## config.mk

```make
export PLATFORM = sky130hd
export DESIGN_NAME = csram_arbiter_flat
export DESIGN_NICKNAME = d
export VERILOG_FILES = /design/src/rtl/csram_arbiter_if.sv /design/src/rtl/csram_arbiter.sv /design/src/flat_wrapper.sv
export SDC_FILE = /design/constraint.sdc
export NUM_CORES = 1
export LEC_CHECK = 0
export ABC_AREA = 1
export CORE_AREA = 2 2 115 117
export CTS_CLUSTER_SIZE = 40
export DETAILED_ROUTE_END_ITERATION = 8
export DIE_AREA = 0 0 117 119
export DONT_BUFFER_PORTS = 1
export GPL_ROUTABILITY_DRIVEN = 1
export PLACE_DENSITY_LB_ADDON = 0.3
export SLEW_MARGIN = 20
export SYNTH_ARGS = -nofsm -noshare
export SYNTH_HDL_FRONTEND = slang
export SYNTH_SLANG_ARGS = --single-unit
```

## constraint.sdc

```tcl
create_clock -name clk_i -period 3.19 [get_ports clk_i]
set_clock_uncertainty 0.15 [all_clocks]
set_input_delay 0.957 -clock clk_i [delete_from_list [all_inputs] [get_ports clk_i]]
set_output_delay 0.957 -clock clk_i [all_outputs]
set_load 0.005 [all_outputs]
```

## src/rtl/csram_arbiter_if.sv

```systemverilog
// Request/response port between a CSRAM requester (debug bridge or DMA) and
// the arbiter. Signal suffixes are from the arbiter's point of view.
interface csram_arbiter_if;
  logic        req_i;
  logic        lock_i;
  logic [3:0]  we_i;
  logic [31:0] addr_i;
  logic [31:0] wdata_i;
  logic        ready_o;
  logic        rvalid_o;
  logic [31:0] rdata_o;
  logic        err_o;

  modport master (
    output req_i, lock_i, we_i, addr_i, wdata_i,
    input  ready_o, rvalid_o, rdata_o, err_o
  );

  modport slave (
    input  req_i, lock_i, we_i, addr_i, wdata_i,
    output ready_o, rvalid_o, rdata_o, err_o
  );
endinterface

```

## src/rtl/csram_arbiter.sv

```systemverilog
// Two-port CSRAM arbiter: debug port (p0) and DMA port (p1) share one
// single-port SRAM with 1-cycle read latency. Supports debug priority,
// burst locking, starvation protection and out-of-range error responses.
module csram_arbiter #(
  parameter int unsigned AW       = 12,
  parameter int unsigned MAX_WAIT = 8,
  parameter logic [31:0] ERR_DATA = 32'hDEADDEAD
) (
  input  logic           clk_i,
  input  logic           rst_i,
  input  logic           dbg_en_i,
  csram_arbiter_if.slave p0,
  csram_arbiter_if.slave p1,
  output logic           sram_cs_o,
  output logic [3:0]     sram_wren_o,
  output logic [AW-3:0]  sram_addr_o,
  output logic [31:0]    sram_wdata_o,
  input  logic [31:0]    sram_rdata_i
);

  localparam int unsigned SW = $clog2(MAX_WAIT + 1);

  logic          rr_last_q, rr_last_d;
  logic          lock_valid_q, lock_valid_d;
  logic          lock_owner_q, lock_owner_d;
  logic [SW-1:0] starve_cnt_q, starve_cnt_d;
  logic          rsp_valid_q, rsp_valid_d;
  logic          rsp_owner_q, rsp_owner_d;
  logic          rsp_read_q, rsp_read_d;
  logic          rsp_err_q, rsp_err_d;

  logic          gnt_valid;
  logic          gnt_port;
  logic          starved;
  logic          sel_lock;
  logic [3:0]    sel_we;
  logic [31:0]   sel_addr;
  logic [31:0]   sel_wdata;
  logic          sel_oor;
  logic [31:0]   rsp_data;
  logic          unused_addr_lsb;

  assign starved = (starve_cnt_q == SW'(MAX_WAIT));

  // Grant selection: lock, then debug priority / starvation, then round-robin
  always_comb begin
    gnt_valid = 1'b0;
    gnt_port  = 1'b0;
    if (rst_i) begin
      if (lock_valid_q && (lock_owner_q ? p1.req_i : p0.req_i)) begin
        gnt_valid = 1'b1;
        gnt_port  = lock_owner_q;
      end else if (p0.req_i && p1.req_i) begin
        gnt_valid = 1'b1;
        gnt_port  = dbg_en_i ? starved : ~rr_last_q;
      end else if (p0.req_i) begin
        gnt_valid = 1'b1;
        gnt_port  = 1'b0;
      end else if (p1.req_i) begin
        gnt_valid = 1'b1;
        gnt_port  = 1'b1;
      end
    end
  end

  // Request mux; port 0 drives the SRAM bus when nobody is granted
  always_comb begin
    sel_lock  = p0.lock_i;
    sel_we    = p0.we_i;
    sel_addr  = p0.addr_i;
    sel_wdata = p0.wdata_i;
    if (gnt_valid && gnt_port) begin
      sel_lock  = p1.lock_i;
      sel_we    = p1.we_i;
      sel_addr  = p1.addr_i;
      sel_wdata = p1.wdata_i;
    end
    sel_oor = |sel_addr[31:AW];
  end

  assign unused_addr_lsb = ^sel_addr[1:0];

  // Next-state: round-robin pointer, lock, starvation counter, response
  always_comb begin
    rr_last_d    = rr_last_q;
    lock_valid_d = 1'b0;
    lock_owner_d = lock_owner_q;
    starve_cnt_d = '0;
    rsp_valid_d  = gnt_valid;
    rsp_owner_d  = gnt_port;
    rsp_read_d   = (sel_we == 4'h0);
    rsp_err_d    = sel_oor;
    if (gnt_valid) begin
      rr_last_d    = gnt_port;
      lock_valid_d = sel_lock;
      lock_owner_d = gnt_port;
    end
    if (dbg_en_i && p1.req_i && !(gnt_valid && gnt_port)) begin
      starve_cnt_d = starved ? starve_cnt_q : starve_cnt_q + SW'(1);
    end
  end

  // Outputs: handshake, SRAM drive and response data
  always_comb begin
    p0.ready_o   = gnt_valid & ~gnt_port;
    p1.ready_o   = gnt_valid & gnt_port;
    sram_cs_o    = gnt_valid & ~sel_oor;
    sram_wren_o  = (gnt_valid && !sel_oor) ? sel_we : 4'h0;
    sram_addr_o  = sel_addr[AW-1:2];
    sram_wdata_o = sel_wdata;
    rsp_data     = rsp_err_q ? ERR_DATA : (rsp_read_q ? sram_rdata_i : 32'h0);
    p0.rvalid_o  = rsp_valid_q & ~rsp_owner_q;
    p1.rvalid_o  = rsp_valid_q & rsp_owner_q;
    p0.err_o     = rsp_valid_q & ~rsp_owner_q & rsp_err_q;
    p1.err_o     = rsp_valid_q & rsp_owner_q & rsp_err_q;
    p0.rdata_o   = (rsp_valid_q && !rsp_owner_q) ? rsp_data : 32'h0;
    p1.rdata_o   = (rsp_valid_q && rsp_owner_q) ? rsp_data : 32'h0;
  end

  // State registers with synchronous active-low reset
  always_ff @(posedge clk_i) begin
    if (!rst_i) begin
      rr_last_q    <= 1'b1;
      lock_valid_q <= 1'b0;
      lock_owner_q <= 1'b0;
      starve_cnt_q <= '0;
      rsp_valid_q  <= 1'b0;
      rsp_owner_q  <= 1'b0;
      rsp_read_q   <= 1'b0;
      rsp_err_q    <= 1'b0;
    end else begin
      rr_last_q    <= rr_last_d;
      lock_valid_q <= lock_valid_d;
      lock_owner_q <= lock_owner_d;
      starve_cnt_q <= starve_cnt_d;
      rsp_valid_q  <= rsp_valid_d;
      rsp_owner_q  <= rsp_owner_d;
      rsp_read_q   <= rsp_read_d;
      rsp_err_q    <= rsp_err_d;
    end
  end

endmodule

```

## src/flat_wrapper.sv

```systemverilog
// flat-port wrapper written by rule: the top's interface ports become plain ports
module csram_arbiter_flat 
#(
  parameter int unsigned AW       = 12,
  parameter int unsigned MAX_WAIT = 8,
  parameter logic [31:0] ERR_DATA = 32'hDEADDEAD
)
  (clk_i, rst_i, dbg_en_i, sram_cs_o, sram_wren_o, sram_addr_o, sram_wdata_o, sram_rdata_i, p0_req_i, p0_lock_i, p0_we_i, p0_addr_i, p0_wdata_i, p0_ready_o, p0_rvalid_o, p0_rdata_o, p0_err_o, p1_req_i, p1_lock_i, p1_we_i, p1_addr_i, p1_wdata_i, p1_ready_o, p1_rvalid_o, p1_rdata_o, p1_err_o);
  csram_arbiter_if p0_i ();
  csram_arbiter_if p1_i ();
  input  logic clk_i;
  input  logic rst_i;
  input  logic dbg_en_i;
  output logic sram_cs_o;
  output logic [3:0] sram_wren_o;
  output logic [AW-3:0] sram_addr_o;
  output logic [31:0] sram_wdata_o;
  input  logic [31:0] sram_rdata_i;
  input wire logic [$bits(p0_i.req_i)-1:0] p0_req_i;
  input wire logic [$bits(p0_i.lock_i)-1:0] p0_lock_i;
  input wire logic [$bits(p0_i.we_i)-1:0] p0_we_i;
  input wire logic [$bits(p0_i.addr_i)-1:0] p0_addr_i;
  input wire logic [$bits(p0_i.wdata_i)-1:0] p0_wdata_i;
  output wire logic [$bits(p0_i.ready_o)-1:0] p0_ready_o;
  output wire logic [$bits(p0_i.rvalid_o)-1:0] p0_rvalid_o;
  output wire logic [$bits(p0_i.rdata_o)-1:0] p0_rdata_o;
  output wire logic [$bits(p0_i.err_o)-1:0] p0_err_o;
  input wire logic [$bits(p1_i.req_i)-1:0] p1_req_i;
  input wire logic [$bits(p1_i.lock_i)-1:0] p1_lock_i;
  input wire logic [$bits(p1_i.we_i)-1:0] p1_we_i;
  input wire logic [$bits(p1_i.addr_i)-1:0] p1_addr_i;
  input wire logic [$bits(p1_i.wdata_i)-1:0] p1_wdata_i;
  output wire logic [$bits(p1_i.ready_o)-1:0] p1_ready_o;
  output wire logic [$bits(p1_i.rvalid_o)-1:0] p1_rvalid_o;
  output wire logic [$bits(p1_i.rdata_o)-1:0] p1_rdata_o;
  output wire logic [$bits(p1_i.err_o)-1:0] p1_err_o;
  assign p0_i.req_i = p0_req_i;
  assign p0_i.lock_i = p0_lock_i;
  assign p0_i.we_i = p0_we_i;
  assign p0_i.addr_i = p0_addr_i;
  assign p0_i.wdata_i = p0_wdata_i;
  assign p0_ready_o = p0_i.ready_o;
  assign p0_rvalid_o = p0_i.rvalid_o;
  assign p0_rdata_o = p0_i.rdata_o;
  assign p0_err_o = p0_i.err_o;
  assign p1_i.req_i = p1_req_i;
  assign p1_i.lock_i = p1_lock_i;
  assign p1_i.we_i = p1_we_i;
  assign p1_i.addr_i = p1_addr_i;
  assign p1_i.wdata_i = p1_wdata_i;
  assign p1_ready_o = p1_i.ready_o;
  assign p1_rvalid_o = p1_i.rvalid_o;
  assign p1_rdata_o = p1_i.rdata_o;
  assign p1_err_o = p1_i.err_o;
  csram_arbiter #(.AW(AW), .MAX_WAIT(MAX_WAIT), .ERR_DATA(ERR_DATA)) u_core (.clk_i(clk_i), .rst_i(rst_i), .dbg_en_i(dbg_en_i), .p0(p0_i), .p1(p1_i), .sram_cs_o(sram_cs_o), .sram_wren_o(sram_wren_o), .sram_addr_o(sram_addr_o), .sram_wdata_o(sram_wdata_o), .sram_rdata_i(sram_rdata_i));
endmodule
```

==> flow_metrics.py, run 1 <==
metrics = {
    "worst_setup_path": {
        "r2r_cells": 11,
        "worstPathCellList": "inv_1, a21oi_1, nand2_2, nand2_4, nand2_8, inv_6, buf_12, nand2_1, nand2_1",
        "r2r-start": "u_core.starve_cnt_q[0]$_SDFFE_PN0P_",
        "critical_path.max_fanout": 44,
        "slowest_stage": "buf_12",
        "reg2reg_slack_ns": 1.32,
        "worstSetupPathType": "input port to primary output",
        "r2r-end": "u_core.lock_valid_q$_SDFF_PN0_",
        "critPathRequiredTime_ns": 2.08,
        "slowest_delay_ns": 0.19,
        "start_kind": "input port",
        "crit_arrival_ns": 1.91,
        "path_buf_inv": 3,
        "end_kind": "primary output",
        "cpMostUsedCell": "nand2_1",
        "critPathTopFamily": "simple AND/OR/NAND/NOR gates",
    },
    "sta": {
        "report.final.slew_viol_count": 0,
        "finalHoldViolCount": 0,
        "fin_tns_setup_ns": 0,
        "maxSlewHeadroom": 0.365,
        "post-route-min-period_ns": 3.01,
        "clock.fmax_mhz": 332,
        "period_share": 0.944,
        "rsz0062_at_grt": "no",
        "setup_viol": 0,
        "worst_slew_pin_slew_ns": 0.952,
    },
    "yosys": {
        "synth_seq_area_share": 0.123,
        "ys_seq_elements": 11,
        "ys_types": 28,
        "async_flop_share": 0,
        "ys.flop_type": "dfxtp_1",
        "synth-edff-count": 0,
        "synth_warnings": 0,
        "netlist_area_mm2": 0.00178,
        "synth_cells": 366,
        "synth_fp_nets": 543,
        "postSynthAreaPerCell_um2": 4.87,
    },
    "place": {
        "placedInstanceArea_mm2": 0.00194,
        "hpwl_mm": 6.08,
        "gp_congestion": 0.810,
        "io_buffers": 0,
    },
    "layout": {
        "nFillCells": 1470,
        "area_growth_pct": 13.0,
        "antenna_cells": 0,
        "final_nets": 532,
        "final_cell_area_mm2": 0.00202,
        "drive_gt1_frac": 0.0621,
    },
    "power": {
        "swShare": 0.346,
        "p_switching_w": 0.000194,
        "seqPwrFrac": 0.264,
        "clkPwrFrac": 0.404,
        "power.density_mw_per_mm2": 278,
        "vdd_drop_max_v": 0.000108,
        "p_comb_frac": 0.333,
        "p_leak_nw": 0.989,
        "intPower_w": 0.000367,
    },
    "clocking": {
        "ctsHoldBuffers": 0,
        "path_clk_slew_ns": 0.04,
        "cts_max_path_buffers": 2,
        "htree_num_levels": 1,
        "cts_tree": "built",
        "clockRootBuffer": "clkbuf_16",
        "cts_resized": 0,
        "cts_buffers": 3,
        "cts_setup_buffers": 0,
        "cts.sinks": 11,
        "worstSkewPairLatency_ns": 0.24,
    },
    "die": {
        "start_util": 0.139,
        "fp.dieH_um": 119,
        "core.rowCount": 42,
        "fp.dieW_um": 117,
        "die-area_mm2": 0.0139,
        "core_mm2": 0.0129,
        "pin_count": 292,
    },
    "route": {
        "vias": 2265,
        "drtIter0Drc": 85,
        "vias_per_cell": 4.27,
        "wl_met1_mm": 2.64,
        "wl_per_cell_um": 13.1,
        "drc": 0,
        "wl_mm": 6.94,
        "dr.pass1.iters": 5,
        "dr.max_layer_used": "met4",
        "wl_met3_um": 539,
        "ant_nets": 0,
        "wl_met2_mm": 3.68,
    },
    "min_path": {
        "min_path_cells": 2,
        "hp-start": "u_core.lock_owner_q$_SDFFE_PN0P_",
        "hold_end": "u_core.lock_owner_q$_SDFFE_PN0P_",
        "hold_path.class": "flip-flop to flip-flop",
    },
    "job": {
        "cap_violations": 0,
    },
    "grt": {
        "grt_max_degree": 45,
        "grt_util_all_layers": 0.0829,
        "grt_pass1_wl_mm": 8.94,
        "antenna_found_initial": 0,
        "grt.overflow.total": 0,
        "grt_pass1_vias": 1810,
    },
    "run_status": {
        "outcome": "finished, final reports clean",
    },
}
## cells in the mapped netlist, types with 2 or more instances
cell type  count  area, um^2
nand2_1      149         559
nor2_1        79         297
inv_1         28         105
a21oi_1       25         125
nor3_1        21         105
dfxtp_1       11         220
clkbuf_1      10        37.5
nand2_2        6        37.5
nand4_1        5        31.3
buf_4          4        30.0
nand3_1        4        20.0
buf_6          3        33.8
buf_1          2        7.51
ha_1           2        25.0
nand3_2        2        20.0
o21ai_0        2        10.0
o21ai_1        2        10.0
## layout by cell type, fill, tap and decap left out, types with 2 or more instances in the layout
master / synthesis / routed
nand3_2: 2 / 2
nor2_1: 79 / 79
dfxtp_1: 11 / 11
o21ai_1: 2 / 2
a21oi_1: 25 / 25
nor3_1: 21 / 21
buf_4: 4 / 3
inv_1: 28 / 28
ha_1: 2 / 2
nand2_1: 149 / 149
nand3_1: 4 / 4
nand2_2: 6 / 6
o21ai_0: 2 / 2
buf_12: 0 / 2
clkbuf_16: 0 / 3
nand4_1: 5 / 5
## flip-flops by register name, summed over array words and instances (netlist names)
name and cells:
u_core.rsp_valid_q 1, u_core.rsp_read_q 1, u_core.lock_owner_q 1, u_core.rr_last_q 1, u_core.rsp_owner_q 1, u_core.lock_valid_q 1, u_core.rsp_err_q 1, u_core.starve_cnt_q 4
## how the worst max path moves through the flow
stage,startpoint,to,cells past startpoint
finish,dbg_en_i,sram_wdata_o[8],9
floorplan,p0_req_i,sram_wdata_o[24],7
detailed placement,p0_req_i,sram_wdata_o[8],6
global placement,dbg_en_i,sram_wdata_o[8],9
global route,p0_req_i,sram_wdata_o[8],6
CTS,p0_req_i,sram_wdata_o[8],6
## worst reg2reg max path, delay by kind of cell, from the launching register on
family                   cells  cell delay, ns
buffers and inverters        3            0.29
AND/OR/NAND/NOR              7            0.69
flip-flops                   1            0.37
adder cells (fa/ha/maj)      1            0.24
## kinds of logic (layout without fill, tap and decap cells)
kind of cell | Yosys count | count (layout) | synth area share
buffers and inverters | 51 | 39 | 0.138
AND/OR/NAND/NOR | 270 | 270 | 0.625
AO/OA/AOI/OAI | 31 | 31 | 0.0947
adder cells (fa/ha/maj) | 2 | 2 | 0.0140
flip-flops | 11 | 11 | 0.123
XOR/XNOR | 1 | 1 | 0.00491
## final cells by class
type | instances | area (um^2) | share of cell area
clock buffer | 4 | 78.8 | 0.0391
inverter | 30 | 118 | 0.0583
multi-input combinational | 304 | 1320 | 0.653
sequential | 11 | 220 | 0.109
tap | 176 | 220 | 0.109
timing repair buffer | 5 | 62.6 | 0.0310
## power groups by stage
| stage | combinational (W) | sequential [W] | clock, W |
|---|---|---|---|
| floorplan | 0.000153 | 0.000149 | 0 |
| global placement | 0.000186 | 0.000150 | 0 |
| detailed placement | 0.000189 | 0.000150 | 0 |
| CTS | 0.000190 | 0.000148 | 0.000229 |
| global route | 0.000217 | 0.000149 | 0.000238 |
| finish | 0.000187 | 0.000148 | 0.000226 |
## layer usage
layer  vias to the layer above  track usage
li1                       1098            -
met1                       971       0.0830
met2                       189        0.177
met3                         7      0.00458
met4                         0       0.0206
met5                         -            0
## through the flow
| step | setup slack, ns | std cells | hold slack, ns | util | power (W) |
|---|---|---|---|---|---|
| 3_3_place_gp | 0.174 | 526 | 0.354 | 0.151 | 0.000336 |
| 5_1_grt | 0.0814 | 530 | 0.397 | 0.157 | 0.000603 |
| 3_5_place_dp | 0.161 | 526 | 0.360 | 0.151 | 0.000340 |
| 2_1_floorplan | 0.290 | 366 | 0.333 | - | 0.000303 |
| 4_1_cts | 0.159 | 530 | 0.368 | 0.157 | 0.000567 |
| 6_report | 0.178 | 530 | 0.364 | 0.157 | 0.000561 |
Note: power is estimated with default switching activity, not from simulation.
==> run 2, diff against run 1 <==
Settings changed: REMOVE_ABC_BUFFERS set to 1.
==> run 2 against run 1 <==
  * Sequential cell count unchanged
  * Critical path type unchanged
  * Final cell count grew 0.38%
  * Critical path depth decreased by 1
  * Combinational power grew 6%
==> flow_metrics.py, run 2 (same netlist as run 1, synthesis figures left out) <==
metrics = {
    "run_status": {
        "outcome": "finished, final reports clean",
    },
    "sta": {
        "maxSlewHeadroom": 0.418,
        "worst_slew_pin_slew_ns": 0.871,
        "rsz0062_at_grt": "no",
        "finalHoldViolCount": 0,
        "fin_tns_setup_ns": 0,
        "hold_slack_ns": 0.361,
        "setup_viol": 0,
        "period_share": 0.956,
        "post-route-min-period_ns": 3.05,
        "clock.fmax_mhz": 328,
        "report.final.slew_viol_count": 0,
    },
    "power": {
        "swShare": 0.361,
        "p_leak_nw": 1.01,
        "seqPwrFrac": 0.257,
        "p_switching_w": 0.000208,
        "clkPwrFrac": 0.400,
        "power.density_mw_per_mm2": 280,
        "intPower_w": 0.000369,
        "p_comb_frac": 0.343,
        "vdd_drop_max_v": 0.000129,
    },
    "clocking": {
        "cts_tree": "built",
        "cts_max_path_buffers": 2,
        "cts.sinks": 11,
        "clockRootBuffer": "clkbuf_16",
        "path_clk_slew_ns": 0.04,
        "cts_buffers": 3,
        "ctsHoldBuffers": 0,
        "worstSkewPairLatency_ns": 0.24,
        "htree_num_levels": 1,
    },
    "worst_setup_path": {
        "end_kind": "primary output",
        "reg2reg_slack_ns": 1.18,
        "worstSetupPathType": "input port to primary output",
        "start_kind": "input port",
        "r2r-end": "u_core.rsp_read_q$_SDFF_PN0_",
        "critical_path.max_fanout": 25,
        "r2r-start": "u_core.starve_cnt_q[0]$_SDFFE_PN0P_",
        "critPathTopFamily": "compound AO/OA/AOI/OAI gates",
        "crit_arrival_ns": 1.94,
        "r2r_cells": 12,
        "worstPathCellList": "inv_1, a21oi_1, nand2_2, nand2_4, nand2_8, buf_12, o21ai_1, nor2_2",
        "path_buf_inv": 2,
        "slowest_stage": "o21ai_1",
        "slowest_delay_ns": 0.26,
        "critPathRequiredTime_ns": 2.08,
    },
    "layout": {
        "area_growth_pct": 15.4,
        "final_cell_mix": "nand2_1 (149), nor2_1 (75), inv_1 (28), a21oi_1 (25), nor3_1 (21)",
        "layout_commonest_cell": "nand2_1",
        "drive_gt1_frac": 0.0843,
        "largest-register": "u_core.starve_cnt_q",
        "antenna_cells": 0,
        "final_nets": 534,
        "largest_reg_flops": 4,
    },
    "die": {
        "core_mm2": 0.0129,
        "die-area_mm2": 0.0139,
        "core.rowCount": 42,
        "pin_count": 292,
        "fp.dieW_um": 117,
        "fp.dieH_um": 119,
        "start_util": 0.139,
    },
    "grt": {
        "grt_max_degree": 45,
        "grt_pass1_vias": 1957,
        "grt_util_all_layers": 0.105,
        "grt.overflow.total": 0,
        "grt_pass1_wl_mm": 10.8,
        "antenna_found_initial": 0,
    },
    "route": {
        "wl_per_cell_um": 15.5,
        "ant_nets": 0,
        "drc": 0,
        "vias_per_cell": 4.27,
        "dr.pass1.iters": 4,
        "drtIter0Drc": 49,
        "vias": 2274,
        "wl_mm": 8.24,
    },
    "job": {
        "cap_violations": 0,
    },
    "place": {
        "gp_congestion": 0.739,
        "io_buffers": 0,
        "hpwl_mm": 7.53,
    },
    "min_path": {
        "hold_end": "u_core.rr_last_q$_SDFFE_PN1P_",
        "min_path_cells": 2,
        "hold_path.class": "flip-flop to flip-flop",
        "hp-start": "u_core.rr_last_q$_SDFFE_PN1P_",
    },
}
## run 2: changes by cell type in the layout (fill, tap and decap cells not counted)
cell      previous run  this run
a21boi_2             0         1
nor2_1              79        75
nor2_2               1         5
buf_4                3         4
a21boi_1             1         0
clkinv_2             0         1
clkbuf_1             1         0
buf_12               2         3
## run 2: layout make-up
type                       instances  area, um^2
timing repair buffer               7        90.1
sequential                        11         220
clock inverter                     1        5.00
inverter                          30         118
multi-input combinational        304        1330
tap                              176         220
fill                            1488       10800
clock buffer                       3        75.1
## run 2: worst min-delay path: cells and delay by family, from the launching register on
family	cells	cell delay (ns)
simple gates	1	0.09
compound gates	1	0.07
flops	1	0.31
## run 2: worst max-delay path by stage
| stage | from | to | slack, ns | depth (start not counted) |
|---|---|---|---|---|
| 2_1_floorplan | dbg_en_i | sram_wren_o[0] | 0.05 | 10 |
| 3_3_place_gp | p0_addr_i[26] | sram_wren_o[3] | 0.05 | 9 |
| 3_5_place_dp | p1_addr_i[26] | sram_wren_o[3] | 0.03 | 9 |
| 4_1_cts | p1_addr_i[26] | sram_wren_o[3] | 0.03 | 9 |
| 5_1_grt | u_core.starve_cnt_q[0]$_SDFFE_PN0P_ | sram_wren_o[1] | 0.005 | 11 |
| 6_report | dbg_en_i | sram_wren_o[1] | 0.14 | 8 |
## run 2: per-layer routing
metal  global-route usage  up-vias  part of all wire
li1                     -     1101                 -
met1                0.103      993              0.37
met2                0.232      176              0.56
met3              0.00712        4             0.063
met4               0.0132        0            0.0030
met5                    0        -                 0
## run 2: power by group through the flow
stage	clock network (W)	registers [W]	logic (W)
after global routing	0.000243	0.000149	0.000230
final	0.000231	0.000148	0.000198
after CTS	0.000236	0.000148	0.000203
after global placement	0	0.000150	0.000199
after floorplan	0	0.000153	0.000135
after detailed placement	0	0.000150	0.000203
## run 2: per-stage QoR
step / power, W / utilization / std cells / setup slack, ns / instance area [um^2]
final: 0.000577 / 0.160 / 532 / 0.139 / 2060
after global routing: 0.000621 / 0.160 / 532 / 0.00469 / 2060
after CTS: 0.000587 / 0.159 / 532 / 0.0298 / 2050
after detailed placement: 0.000353 / 0.153 / 528 / 0.0325 / 1970
after global placement: 0.000349 / 0.153 / 528 / 0.0483 / 1970
after floorplan: 0.000288 / - / 345 / 0.0487 / 1660
## run 2: timing repair
action,in CTS,in global routing
buffers inserted,0,0
setup endpoints to repair,0,5
gates resized for setup,0,5
==> run 3, diff against run 2 <==
Settings changed: CORE_AREA 2 2 115 117 to 2 2 114 116, DIE_AREA 0 0 117 119 to 0 0 116 118.
==> run 3 against run 2 <==
  * Worst hold slack improved by 0.019 ns
  * Critical path depth fell by 1
  * Global-route usage fell by 0.12 points
  * Register-to-register slack got worse by 0.04 ns
  * Die area fell by 1.7%
  * Sequential cell count did not move
  * Core utilization rose by 0.59 points
  * Worst setup slack got worse by 0.021 ns
  * Largest cell class unchanged
==> flow_metrics.py, run 3 (same netlist as run 1, synthesis figures left out) <==
metrics = {
    "route": {
        "drc": 0,
        "ant_nets": 0,
        "vias": 2262,
        "wl_per_cell_um": 15.6,
        "wl_mm": 8.24,
        "dr.pass1.iters": 4,
        "vias_per_cell": 4.27,
        "drtIter0Drc": 64,
    },
    "worst_setup_path": {
        "critical_path.max_fanout": 21,
        "slowest_delay_ns": 0.26,
        "end_kind": "primary output",
        "slowest_stage": "a21boi_1",
        "start_kind": "input port",
        "worstPathCellList": "a21boi_1, nand2_4, nand2_8, buf_12, nand2_1, o21ai_1, nor2_2",
        "crit_arrival_ns": 1.96,
        "path_buf_inv": 1,
        "critPathRequiredTime_ns": 2.08,
        "worstSetupPathType": "input port to primary output",
        "critPathTopFamily": "compound AO/OA/AOI/OAI gates",
    },
    "sta": {
        "period_share": 0.963,
        "maxSlewHeadroom": 0.384,
        "finalHoldViolCount": 0,
        "clock.fmax_mhz": 326,
        "rsz0062_at_grt": "no",
        "fin_tns_setup_ns": 0,
        "setup_viol": 0,
        "post-route-min-period_ns": 3.07,
        "worst_slew_pin_slew_ns": 0.924,
        "report.final.slew_viol_count": 0,
    },
    "grt": {
        "grt_max_degree": 45,
        "antenna_found_initial": 0,
        "grt.overflow.total": 0,
        "grt_pass1_vias": 1967,
        "grt_util_all_layers": 0.104,
        "grt_pass1_wl_mm": 10.9,
    },
    "power": {
        "p_leak_nw": 1.01,
        "power_w": 0.000573,
        "clkPwrFrac": 0.389,
        "p_switching_w": 0.000203,
        "intPower_w": 0.000370,
        "p_comb_frac": 0.352,
        "vdd_drop_max_v": 0.000125,
        "seqPwrFrac": 0.259,
        "power.density_mw_per_mm2": 278,
        "swShare": 0.354,
    },
    "layout": {
        "final_nets": 536,
        "layout_commonest_cell": "nand2_1",
        "drive_gt1_frac": 0.0782,
        "fin_util": 0.166,
        "largest_reg_flops": 4,
        "largest-register": "u_core.starve_cnt_q",
        "final_cell_mix": "nand2_1 (149), nor2_1 (77), inv_1 (28), a21oi_1 (25), nor3_1 (21)",
        "antenna_cells": 0,
        "area_growth_pct": 15.4,
    },
    "die": {
        "fp.dieW_um": 116,
        "pin_count": 292,
        "core.rowCount": 41,
        "start_util": 0.144,
        "core_mm2": 0.0124,
        "fp.dieH_um": 118,
        "die-area_mm2": 0.0137,
    },
    "clocking": {
        "worstSkewPairLatency_ns": 0.23,
        "cts_max_path_buffers": 2,
        "cts_buffers": 3,
        "clockRootBuffer": "clkbuf_16",
        "path_clk_slew_ns": 0.04,
        "cts_setup_buffers": 0,
        "cts_tree": "built",
        "cts.sinks": 11,
        "ctsHoldBuffers": 0,
        "htree_num_levels": 1,
    },
    "job": {
        "cap_violations": 0,
    },
    "place": {
        "gp_congestion": 0.803,
        "io_buffers": 0,
        "hpwl_mm": 7.42,
    },
    "min_path": {
        "hold_path.class": "flip-flop to flip-flop",
    },
    "run_status": {
        "outcome": "finished, final reports clean",
    },
}
[run 3: metrics by stage]
step                      instances  hold slack (ns)  setup slack (ns)  instance area [um^2]
after floorplan                 345            0.333            0.0487                  1660
after global placement          526            0.356            0.0875                  1980
after detailed placement        526            0.378            0.0751                  1980
after CTS                       530            0.383            0.0726                  2050
after global routing            530            0.409            0.0117                  2060
final                           530            0.379             0.118                  2060
[run 3: layer usage]
metal	track usage	routed length (um)	vias up
met5	0	0	-
met4	0.00893	2	0
met3	0.00309	562	2
met2	0.218	4480	179
met1	0.116	3200	977
li1	-	-	1104
[run 3: worst register-to-register path: stages, from the launching register on]
cell	delay, ns
dfxtp_1	0.37
inv_1	0.08
ha_1	0.24
nand3_2	0.11
nand2_1	0.07
nand2_2	0.08
nand2_4	0.08
nand2_8	0.13
buf_12	0.16
nand2_1	0.06
o21ai_1	0.17
nand2_1	0.15
nor2_2	0.13
[run 3: final timing paths]
kind,from,endpoint,slack [ns],depth (start not counted)
worst max-delay path,p0_req_i,sram_wren_o[1],0.12,7
worst min-delay path,u_core.lock_owner_q$_SDFFE_PN0P_,u_core.lock_owner_q$_SDFFE_PN0P_,0.38,2
worst max register to register,u_core.starve_cnt_q[0]$_SDFFE_PN0P_,u_core.rsp_read_q$_SDFF_PN0_,1.14,12
worst min register to register,u_core.lock_owner_q$_SDFFE_PN0P_,u_core.lock_owner_q$_SDFFE_PN0P_,0.38,2
[run 3: what timing repair did]
action                                 in CTS  in global routing
setup endpoints to repair                   0                  2
endpoints found under the hold margin       0                  0
resized for setup                           0                  2
[run 3: layout make-up]
type | instances | area (um^2)
Clock buffer | 4 | 78.8
Fill cell | 1436 | 10400
Multi-Input combinational cell | 304 | 1320
Inverter | 30 | 118
Sequential cell | 11 | 220
Timing Repair Buffer | 9 | 105
Tap cell | 172 | 215
[run 3: power groups by stage]
| stage | registers (W) | logic [W] | clock network (W) |
|---|---|---|---|
| finish | 0.000148 | 0.000202 | 0.000223 |
| global route | 0.000149 | 0.000228 | 0.000233 |
| CTS | 0.000149 | 0.000206 | 0.000226 |
| detailed placement | 0.000151 | 0.000205 | 0 |
| global placement | 0.000151 | 0.000200 | 0 |
| floorplan | 0.000153 | 0.000135 | 0 |
